--- src/rtl/text_console_pkg.sv ---
// text_console_pkg: geometry, control codes, FSM states and cell helpers shared by the text console writer.
package text_console_pkg;

    localparam int unsigned CharacterColumns = 60;
    localparam int unsigned CharacterLines   = 33;
    localparam int unsigned CellCount        = CharacterColumns * CharacterLines;
    localparam int unsigned AddressWidth     = $clog2(CellCount);
    localparam int unsigned ColumnWidth      = $clog2(CharacterColumns);
    localparam int unsigned LineWidth        = $clog2(CharacterLines);
    localparam int unsigned CellWidth        = 16;

    localparam logic [7:0] CODE_NUL   = 8'h00;
    localparam logic [7:0] CODE_BS    = 8'h08;
    localparam logic [7:0] CODE_LF    = 8'h0A;
    localparam logic [7:0] CODE_FF    = 8'h0C;
    localparam logic [7:0] CODE_CR    = 8'h0D;
    localparam logic [7:0] CODE_SPACE = 8'h20;

    localparam logic [7:0] CLEAR_ATTR_DEFAULT = 8'h07;

    typedef enum logic [1:0] {
        ST_INIT,
        ST_IDLE,
        ST_CLEAR_LINE,
        ST_CLEAR_SCREEN
    } state_t;

    typedef struct packed {
        logic [3:0] bg;
        logic [3:0] fg;
        logic [7:0] code;
    } cell_t;

    // Row sum modulo CharacterLines by compare-and-subtract (both operands already in range).
    function automatic logic [LineWidth-1:0] line_add(input logic [LineWidth-1:0] a,
                                                      input logic [LineWidth-1:0] b);
        logic [LineWidth:0] sum;
        sum = {1'b0, a} + {1'b0, b};
        if (sum >= (LineWidth+1)'(CharacterLines)) begin
            sum = sum - (LineWidth+1)'(CharacterLines);
        end
        return sum[LineWidth-1:0];
    endfunction

    // Address of column 0 of a physical row.
    function automatic logic [AddressWidth-1:0] row_base(input logic [LineWidth-1:0] row);
        return AddressWidth'(row) * AddressWidth'(CharacterColumns);
    endfunction

    // Space character carrying the given attribute byte.
    function automatic logic [CellWidth-1:0] blank_cell(input logic [7:0] attr);
        return {attr, CODE_SPACE};
    endfunction

endpackage

--- src/rtl/text_console_writer.sv ---
// text_console_writer: accepts attributed characters, interprets control codes, tracks the cursor,
// scrolls through a circular TopLine offset and writes cells into the character buffer.
// Build macro TEXT_CONSOLE_CLEAR_ON_RESET_EN: clear the whole buffer with attribute 8'h07 after reset.
module text_console_writer
    import text_console_pkg::*;
(
    input  logic                    ScanClock,
    input  logic                    ResetN,
    input  logic                    CharValid,
    output logic                    CharReady,
    input  logic [CellWidth-1:0]    CharData,
    output logic                    BufWriteEnable,
    output logic [AddressWidth-1:0] BufWriteAddress,
    output logic [CellWidth-1:0]    BufWriteData,
    output logic [ColumnWidth-1:0]  CursorColumn,
    output logic [LineWidth-1:0]    CursorLine,
    output logic [LineWidth-1:0]    TopLine,
    output logic                    Busy
);

    state_t state, state_next;

    logic [AddressWidth-1:0] clr_addr, clr_addr_next;
    logic [AddressWidth-1:0] clr_left, clr_left_next;
    logic [7:0]              clr_attr, clr_attr_next;

    logic                    we_next;
    logic [AddressWidth-1:0] waddr_next;
    logic [CellWidth-1:0]    wdata_next;
    logic [ColumnWidth-1:0]  col_next;
    logic [LineWidth-1:0]    line_next;
    logic [LineWidth-1:0]    top_next;

    cell_t                   in_cell;
    logic [7:0]              in_attr;
    logic                    accept;
    logic                    is_print;
    logic                    is_ff;
    logic                    advance;
    logic                    at_bottom;
    logic                    scroll;
    logic [ColumnWidth-1:0]  col_after;
    logic [LineWidth-1:0]    phys_row;
    logic [AddressWidth-1:0] cur_addr;
    logic [AddressWidth-1:0] top_base;

    assign in_cell   = cell_t'(CharData);
    assign in_attr   = {in_cell.bg, in_cell.fg};
    assign accept    = CharValid && (state == ST_IDLE);
    assign at_bottom = (CursorLine == LineWidth'(CharacterLines - 1));
    assign scroll    = advance && at_bottom;
    assign phys_row  = line_add(TopLine, CursorLine);
    assign cur_addr  = row_base(phys_row) + AddressWidth'(CursorColumn);
    assign top_base  = row_base(TopLine);

    // Classify the incoming code and compute the column it leaves behind.
    always_comb begin
        is_print  = 1'b0;
        is_ff     = 1'b0;
        advance   = 1'b0;
        col_after = CursorColumn;
        case (in_cell.code)
            CODE_NUL: begin
            end
            CODE_BS: begin
                if (CursorColumn != '0) col_after = CursorColumn - ColumnWidth'(1);
            end
            CODE_CR: begin
                col_after = '0;
            end
            CODE_LF: begin
                col_after = '0;
                advance   = 1'b1;
            end
            CODE_FF: begin
                col_after = '0;
                is_ff     = 1'b1;
            end
            default: begin
                is_print = 1'b1;
                if (CursorColumn == ColumnWidth'(CharacterColumns - 1)) begin
                    col_after = '0;
                    advance   = 1'b1;
                end else begin
                    col_after = CursorColumn + ColumnWidth'(1);
                end
            end
        endcase
    end

    // State register.
    always_ff @(posedge ScanClock or negedge ResetN) begin
        if (!ResetN) state <= ST_INIT;
        else         state <= state_next;
    end

    // Next-state: clears run until their remaining-cell count is exhausted.
    always_comb begin
        state_next = state;
        case (state)
            ST_INIT: begin
`ifdef TEXT_CONSOLE_CLEAR_ON_RESET_EN
                state_next = ST_CLEAR_SCREEN;
`else
                state_next = ST_IDLE;
`endif
            end
            ST_IDLE: begin
                if (accept) begin
                    if (is_ff)       state_next = ST_CLEAR_SCREEN;
                    else if (scroll) state_next = ST_CLEAR_LINE;
                end
            end
            ST_CLEAR_LINE, ST_CLEAR_SCREEN: begin
                if (clr_left == '0) state_next = ST_IDLE;
            end
            default: state_next = ST_IDLE;
        endcase
    end

    // Output/datapath next values: character writes, cursor moves, and the clear engine.
    always_comb begin
        we_next       = 1'b0;
        waddr_next    = BufWriteAddress;
        wdata_next    = BufWriteData;
        col_next      = CursorColumn;
        line_next     = CursorLine;
        top_next      = TopLine;
        clr_addr_next = clr_addr;
        clr_left_next = clr_left;
        clr_attr_next = clr_attr;
        case (state)
            ST_INIT: begin
                clr_addr_next = '0;
                clr_left_next = AddressWidth'(CellCount);
                clr_attr_next = CLEAR_ATTR_DEFAULT;
            end
            ST_IDLE: begin
                if (accept) begin
                    if (is_ff) begin
                        // First clear cell goes out in the acceptance slot itself.
                        we_next       = 1'b1;
                        waddr_next    = '0;
                        wdata_next    = blank_cell(in_attr);
                        col_next      = '0;
                        line_next     = '0;
                        top_next      = '0;
                        clr_addr_next = AddressWidth'(1);
                        clr_left_next = AddressWidth'(CellCount - 1);
                        clr_attr_next = in_attr;
                    end else begin
                        col_next = col_after;
                        if (is_print) begin
                            we_next    = 1'b1;
                            waddr_next = cur_addr;
                            wdata_next = CharData;
                        end
                        if (advance && !at_bottom) line_next = CursorLine + LineWidth'(1);
                        if (scroll) begin
                            // The old top row becomes the new bottom row and is blanked.
                            top_next      = line_add(TopLine, LineWidth'(1));
                            clr_attr_next = in_attr;
                            if (is_print) begin
                                clr_addr_next = top_base;
                                clr_left_next = AddressWidth'(CharacterColumns);
                            end else begin
                                we_next       = 1'b1;
                                waddr_next    = top_base;
                                wdata_next    = blank_cell(in_attr);
                                clr_addr_next = top_base + AddressWidth'(1);
                                clr_left_next = AddressWidth'(CharacterColumns - 1);
                            end
                        end
                    end
                end
            end
            ST_CLEAR_LINE, ST_CLEAR_SCREEN: begin
                if (clr_left != '0) begin
                    we_next       = 1'b1;
                    waddr_next    = clr_addr;
                    wdata_next    = blank_cell(clr_attr);
                    clr_addr_next = clr_addr + AddressWidth'(1);
                    clr_left_next = clr_left - AddressWidth'(1);
                end
            end
            default: begin
            end
        endcase
    end

    // Registered outputs and clear-engine state.
    always_ff @(posedge ScanClock or negedge ResetN) begin
        if (!ResetN) begin
            CharReady       <= 1'b0;
            Busy            <= 1'b0;
            BufWriteEnable  <= 1'b0;
            BufWriteAddress <= '0;
            BufWriteData    <= '0;
            CursorColumn    <= '0;
            CursorLine      <= '0;
            TopLine         <= '0;
            clr_addr        <= '0;
            clr_left        <= '0;
            clr_attr        <= '0;
        end else begin
            CharReady       <= (state_next == ST_IDLE);
            Busy            <= (state_next == ST_CLEAR_LINE) || (state_next == ST_CLEAR_SCREEN);
            BufWriteEnable  <= we_next;
            BufWriteAddress <= waddr_next;
            BufWriteData    <= wdata_next;
            CursorColumn    <= col_next;
            CursorLine      <= line_next;
            TopLine         <= top_next;
            clr_addr        <= clr_addr_next;
            clr_left        <= clr_left_next;
            clr_attr        <= clr_attr_next;
        end
    end

endmodule

--- config.mk ---
export PLATFORM = sky130hd
export DESIGN_NAME = text_console_writer
export DESIGN_NICKNAME = d
export VERILOG_FILES = /design/src/rtl/text_console_pkg.sv /design/src/rtl/text_console_writer.sv
export SDC_FILE = /design/constraint.sdc
export NUM_CORES = 1
export LEC_CHECK = 0
export BUFFER_PORTS_ARGS = -buffer_cell sky130_fd_sc_hd__buf_4
export CAP_MARGIN = 15
export CORE_ASPECT_RATIO = 1.4
export CORE_MARGIN = 1.5
export CORE_UTILIZATION = 25
export DETAILED_ROUTE_END_ITERATION = 10
export GPL_TIMING_DRIVEN = 0
export SLEW_MARGIN = 25
export SYNTH_ARGS = -nofsm -noshare
export SYNTH_HDL_FRONTEND = slang
export SYNTH_SLANG_ARGS = --single-unit
--- constraint.sdc ---
create_clock -name ScanClock -period 9.23 [get_ports ScanClock]
set_input_delay 0.4615 -clock ScanClock [delete_from_list [all_inputs] [get_ports ScanClock]]
set_output_delay 0.4615 -clock ScanClock [all_outputs]
set_load 0.01 [all_outputs]
# Word level (Yosys, flattened, before mapping)
# Index checks and enable logic that the tools add are counted.
[word_totals] word_cells=123 in_bits=19 out_inout_bits=48 ff_bits=80
[classes] n_mul=2 magnitude_cmp=2 reduce_logical=24 mux=55 n_addsub=11 n_eq_ne=17
[ops] cell="11-bit two-way mux" count=15
[ops] cell="16-bit two-way mux" count=6
[ops] cell="11-bit one-hot mux with 3 select lines" count=2
[ops] cell="6-bit two-way mux" count=9
[ops] cell="8-bit by 4-bit == test with 1-bit output, second input constant" count=4
[ops] cell="16-bit one-hot mux with 2 select lines" count=1
[ops] cell="8-bit two-way mux" count=3
[ops] cell="11-bit by 1-bit adder with 11-bit output, second input constant" count=2
[ops] cell="11-bit one-hot mux with 2 select lines" count=1
[ops] cell="6-bit by 4-bit multiplier with 9-bit output, second input constant" count=2
[ops] cell="6-bit one-hot mux with 3 select lines" count=1
[ops] cell="8-bit one-hot mux with 2 select lines" count=1
[ops] cell="3-bit AND reduction" count=5
[ops] cell="7-bit by 6-bit greater-or-equal comparator with 1-bit output, second input constant" count=2
[ops] cell="6-bit by 1-bit adder with 6-bit output, second input constant" count=2
[ops] cell="6-bit == test, second input constant" count=2
[ops] cell="6-bit subtractor, second input constant" count=2
[ops] cell="11-bit by 6-bit adder with 11-bit output" count=1
[ops] cell="11-bit logical NOT" count=1
[ops] cell="11-bit nonzero test" count=1
[ops] cell="11-bit by 1-bit subtractor with 11-bit output, second input constant" count=1
[ops] cell="2-bit == test, second input constant" count=4
[ops] cell="8-bit logical NOT" count=1
[ops] cell="1-bit two-way mux" count=8
[ops] cell="21 further kinds" count=34

# Longest topological paths before layout
[depth] word_depth=11 ltp_mapped=23 ltp_nobuf=23

# Worst setup path after synthesis
# Ideal clock, no wire load.
[synth_path] path_kind="register to register" start="register TopLine[0]" end="register BufWriteAddress[8]" required_ns=9.088 n_path_buf=0 setup_time_ns=0.142 slack_ns=3.733 stages_incl_launch_ff=21 arrival_time_ns=5.355 synth_period_minus_slack_ns=5.497 cell_sequence="dfrtp_1 -> ha_1 -> inv_1 -> fa_1 -> xor2_2 -> nand3_1 -> or3_4 -> o311a_1 -> xnor2_4 -> inv_1 -> fa_1 -> fa_1 -> fa_1 -> inv_1 -> ha_1 -> o21ai_0 -> a21boi_0 -> nand2_1 -> xnor2_1 -> o211ai_1 -> a31oi_1"
[synth_between] elab_chain_len=11 elab_cells_between_ends=13 cone_classes="3 x add/sub; 2 x mul; 1 x order compare; 7 x mux"
[synth_rtl] element="start, declared" line="text_console_writer.sv:17" text="output logic [LineWidth-1:0] TopLine,"
[synth_rtl] element="start signal, assigned" line="text_console_writer.sv:213" text="TopLine <= top_next;"
[synth_rtl] element="6-bit by 6-bit adder with 7-bit output" line="text_console_pkg.sv:38" text="sum = {1'b0, a} + {1'b0, b};"
[synth_rtl] element="6-bit subtractor or 7-bit by 6-bit greater-or-equal comparator with 1-bit output (tied branches)" line="text_console_pkg.sv:40, text_console_pkg.sv:39"
[synth_rtl] element="6-bit two-way mux" line="text_console_pkg.sv:39" text="if (sum >= (LineWidth+1)'(CharacterLines)) begin"
[synth_rtl] element="6-bit by 4-bit multiplier with 9-bit output" line="text_console_pkg.sv:47" text="return AddressWidth'(row) * AddressWidth'(CharacterColumns);"
[synth_rtl] element="11-bit by 6-bit adder with 11-bit output" line="text_console_writer.sv:53" text="assign cur_addr = row_base(phys_row) + AddressWidth'(CursorColumn);"
[synth_rtl] element="11-bit two-way mux" line="text_console_writer.sv:153" text="if (is_print) begin"
[synth_rtl] element="11-bit two-way mux" line="text_console_writer.sv:163" text="if (is_print) begin"
[synth_rtl] element="11-bit two-way mux *" line="text_console_writer.sv:159" text="if (scroll) begin"
[synth_rtl] element="11-bit two-way mux *" line="text_console_writer.sv:140" text="if (is_ff) begin"
[synth_rtl] element="11-bit two-way mux *" line="text_console_writer.sv:139" text="if (accept) begin"
[synth_rtl] element="11-bit one-hot mux with 2 select lines *" line="text_console_writer.sv:132" text="case (state)"
[synth_rtl] element="end signal, assigned" line="text_console_writer.sv:209" text="BufWriteAddress <= waddr_next;"
[synth_rtl] element="end, declared" line="text_console_writer.sv:13" text="output logic [AddressWidth-1:0] BufWriteAddress,"
# Every way passes the cells marked *; elsewhere a longest branch is shown, timed or not. The select of a mux whose other input is x is not followed.
# A chain may end at the register's enable or synchronous reset.

# Worst setup path after layout
# Same ends and word-level chain as after synthesis.

==> impl_metrics.tcl <==
set metrics [dict create \
    crit_buf_inv 3 \
    grt_first_pass_wirelength_mm 28.4 \
    synth_ff_type "dfrtp_1" \
    critPathRequiredTime_ns 9.43 \
    async_flop_share_pct 100 \
    synthCells 728 \
    grt-ovfl-total 0 \
    status "finished clean" \
    reg2reg_depth 21 \
    syn-num-nets 813 \
    ys_ff_latch 80 \
    fin_skew_ns 0.00820 \
    worst_ep_arrival_time_ns 6.29 \
    synth_cell_type_count 81 \
    p_leak_nw 3.38 \
    synth-edff-count 0 \
    rows 68 \
    fillers 2662 \
    viasPerCell 4.96 \
    drc 0 \
    antenna_found_initial 0 \
    crit_path_max_incr_delay_ns 0.61 \
    wl_per_cell_um 15.6 \
    synth_area_um2 6350 \
    ys_seq_area_share_pct 31.5 \
    crit_chain "ha_1, inv_1, fa_1, nor2b_1, o21ai_2, xnor2_1, or3_4, o311a_1, xnor2_4, inv_1, fa_1, fa_1, fa_1, inv_1, ha_1, o21ai_0, a21boi_0, nand2_1, xnor2_1, o211ai_1, a31oi_1" \
    end_kind "register" \
    hold-worst-slack_ns 0.0568 \
    die_w_um 138 \
    cts-root-buf "clkbuf_16" \
    cts_max_level 3 \
    synth_top_area_share_pct 31.5 \
    clock.fmax_ghz 0.164 \
    crit_type "reg -> reg" \
    drtAntennaViolNets 0 \
    drt_iter0_drc 310 \
    clkSlewWorstSetupHoldPaths_ns 0.07 \
    io_pins 67 \
    crit_path_frequent_cell "fa_1" \
    cp.depth 21 \
    max_cap_viol_count 0 \
    cp_top_family "adder cells" \
    slew-limit-headroom_pct 45.1 \
    dp_hpwl_mm 13.7 \
    crit_path_start_kind "register" \
    hold_viol 0 \
    syn_to_final_growth_pct 19.2 \
    fin_nets 889 \
    drt_pre_antenna_iters 5 \
    worst_pin_slew_ns 0.813 \
    power_density_nw_per_um2 181 \
    period_share_pct 66.0 \
    diodes 0 \
    setup_viol 0 \
    routabilityCongestion 0.886 \
    syn_avg_cell_area_um2 8.72 \
    die-area_um2 26400 \
    die-height_um 192 \
    ctsLongestPathBuffers 2 \
    synth.area.top_cells "dfrtp_1, ha_1, fa_1" \
    crit_fanout 11 \
    cp_slowest_cell "dfrtp_1" \
    initial_core_util_pct 25.6 \
    grt_max_degree 48 \
    coreArea_um2 24800 \
    synth_top_area_cell "dfrtp_1" \
    slew_violations 0 \
    ir_drop_uv 95.3 \
    drive_gt1_share_pct 14.8 \
    cts_sinks 80 \
    cts_hold_buf 0 \
    rsz0062_at_grt "no" \
    clk_latency_ns 0.35 \
    grt_pass1_vias 5443 \
    routed_wl_mm 17.6 \
    cts_setup_buffers 0 \
    hold_path.class "in -> async" \
    io_buffers 64 \
    yosys_warnings 0 \
    cts_made_buffers 9 \
    vias 5572 \
    yosys.cell_count.top_type "dfrtp_1" \
    ctsResizeCount 0 \
    fin_setup_tns_ns 0 \
    cts_tree "yes" \
    grt_usage_pct 13.8 \
    synth_common_cells "dfrtp_1, inv_1, nand2_1, nor2_1, o21ai_0" \
    fin_crit_ns 6.09 \
]
## where the power goes
group / internal, mW / switching, mW
Combinational: 0.208 / 0.252
Clock: 0.221 / 0.162
Sequential: 0.435 / 0.0886
## state kept, by name (all words and copies together), names as in the netlist
signal,cells
clr_addr,11
TopLine,6
CursorLine,6
BufWriteAddress,11
BufWriteData,16
BufWriteEnable,1
CursorColumn,6
clr_left,11
state,2
Busy,1
clr_attr,8
CharReady,1
## layout make-up
| class | count | area (µm²) | area share (%) |
|---|---|---|---|
| Multi-Input combinational cell | 548 | 3940 | 52.1 |
| Sequential cell | 80 | 2000 | 26.5 |
| Timing Repair Buffer | 65 | 508 | 6.71 |
| Tap cell | 315 | 394 | 5.21 |
| Inverter | 73 | 274 | 3.62 |
| Clock buffer | 10 | 239 | 3.16 |
| Buffer | 27 | 133 | 1.75 |
| Clock inverter | 6 | 75.1 | 0.992 |
## placed cells by master (no fill, tap or decap), drive strengths merged, types with 6 or more instances in the layout
cell type / instances
a21o: 7
a21oi: 33
a22o: 8
a31oi: 13
and2: 7
and3: 10
buf: 75
clkbuf: 27
dfrtp: 80
fa: 18
ha: 48
inv: 76
nand2: 66
nand2b: 12
nand3: 35
nand4: 8
nor2: 52
nor2b: 6
nor3: 15
nor3b: 8
o211ai: 6
o21ai: 55
o22ai: 19
o31ai: 7
or2: 6
xnor2: 18
xor2: 18
## path summary, 6_finish.rpt
path	start	to	slack, ns
max	TopLine[0]$_DFFE_PN0P_	BufWriteAddress[8]$_DFFE_PN0P_	3.14
min	ResetN	BufWriteData[4]$_DFFE_PN0P_	0.06
max reg2reg	TopLine[0]$_DFFE_PN0P_	BufWriteAddress[8]$_DFFE_PN0P_	3.14
min reg2reg	clr_attr[1]$_DFFE_PN0P_	clr_attr[1]$_DFFE_PN0P_	0.48
max in group asynchronous	ResetN	clr_addr[8]$_DFFE_PN0P_	8.54
min in group ScanClock	CharData[15]	clr_attr[7]$_DFFE_PN0P_	0.37
## cell families (layout without fill, tap and decap cells)
kind of cell,Yosys count,after routing,share of synthesized area [%]
AOI/OAI and AO/OA,189,189,20.1
xor gates and xnor gates,36,36,5.38
adders and majority gates,66,66,15.1
buffers and inverters,100,181,6.40
DFF,80,80,31.5
muxes,5,5,0.887
and+or+nand+nor,252,252,20.6
## metal layers
metal	vias to the layer above	part of all wire [%]	GRT usage [%]
li1	2733	-	-
met1	2719	40	15.7
met2	91	55	26.2
met3	29	2.5	1.40
met4	0	2.2	4.89
met5	-	0	0
## worst register-to-register path, cell delays in order, from the launching register on
cell,delay [ns]
dfrtp_1,0.61
ha_1,0.26
inv_1,0.06
fa_1,0.42
nor2b_1,0.22
o21ai_2,0.09
xnor2_1,0.20
or3_4,0.42
o311a_1,0.37
xnor2_4,0.25
inv_1,0.10
fa_1,0.58
fa_1,0.46
fa_1,0.49
inv_1,0.04
ha_1,0.31
o21ai_0,0.12
a21boi_0,0.37
nand2_1,0.12
xnor2_1,0.15
o211ai_1,0.20
a31oi_1,0.12
## stage by stage
step / worst slack [ns] / util (%) / power [mW] / cells / area (µm²)
2_1_floorplan: 3.73 / - / 0.807 / 728 / 6350
3_3_place_gp: 3.27 / 29.1 / 0.984 / 1107 / 7220
3_5_place_dp: 3.24 / 29.2 / 0.995 / 1108 / 7250
4_1_cts: 3.20 / 30.5 / 1.38 / 1124 / 7570
5_1_grt: 2.79 / 30.5 / 1.46 / 1124 / 7570
6_report: 3.14 / 30.5 / 1.37 / 1124 / 7570
No activity file was read; power rests on OpenSTA's default activity.
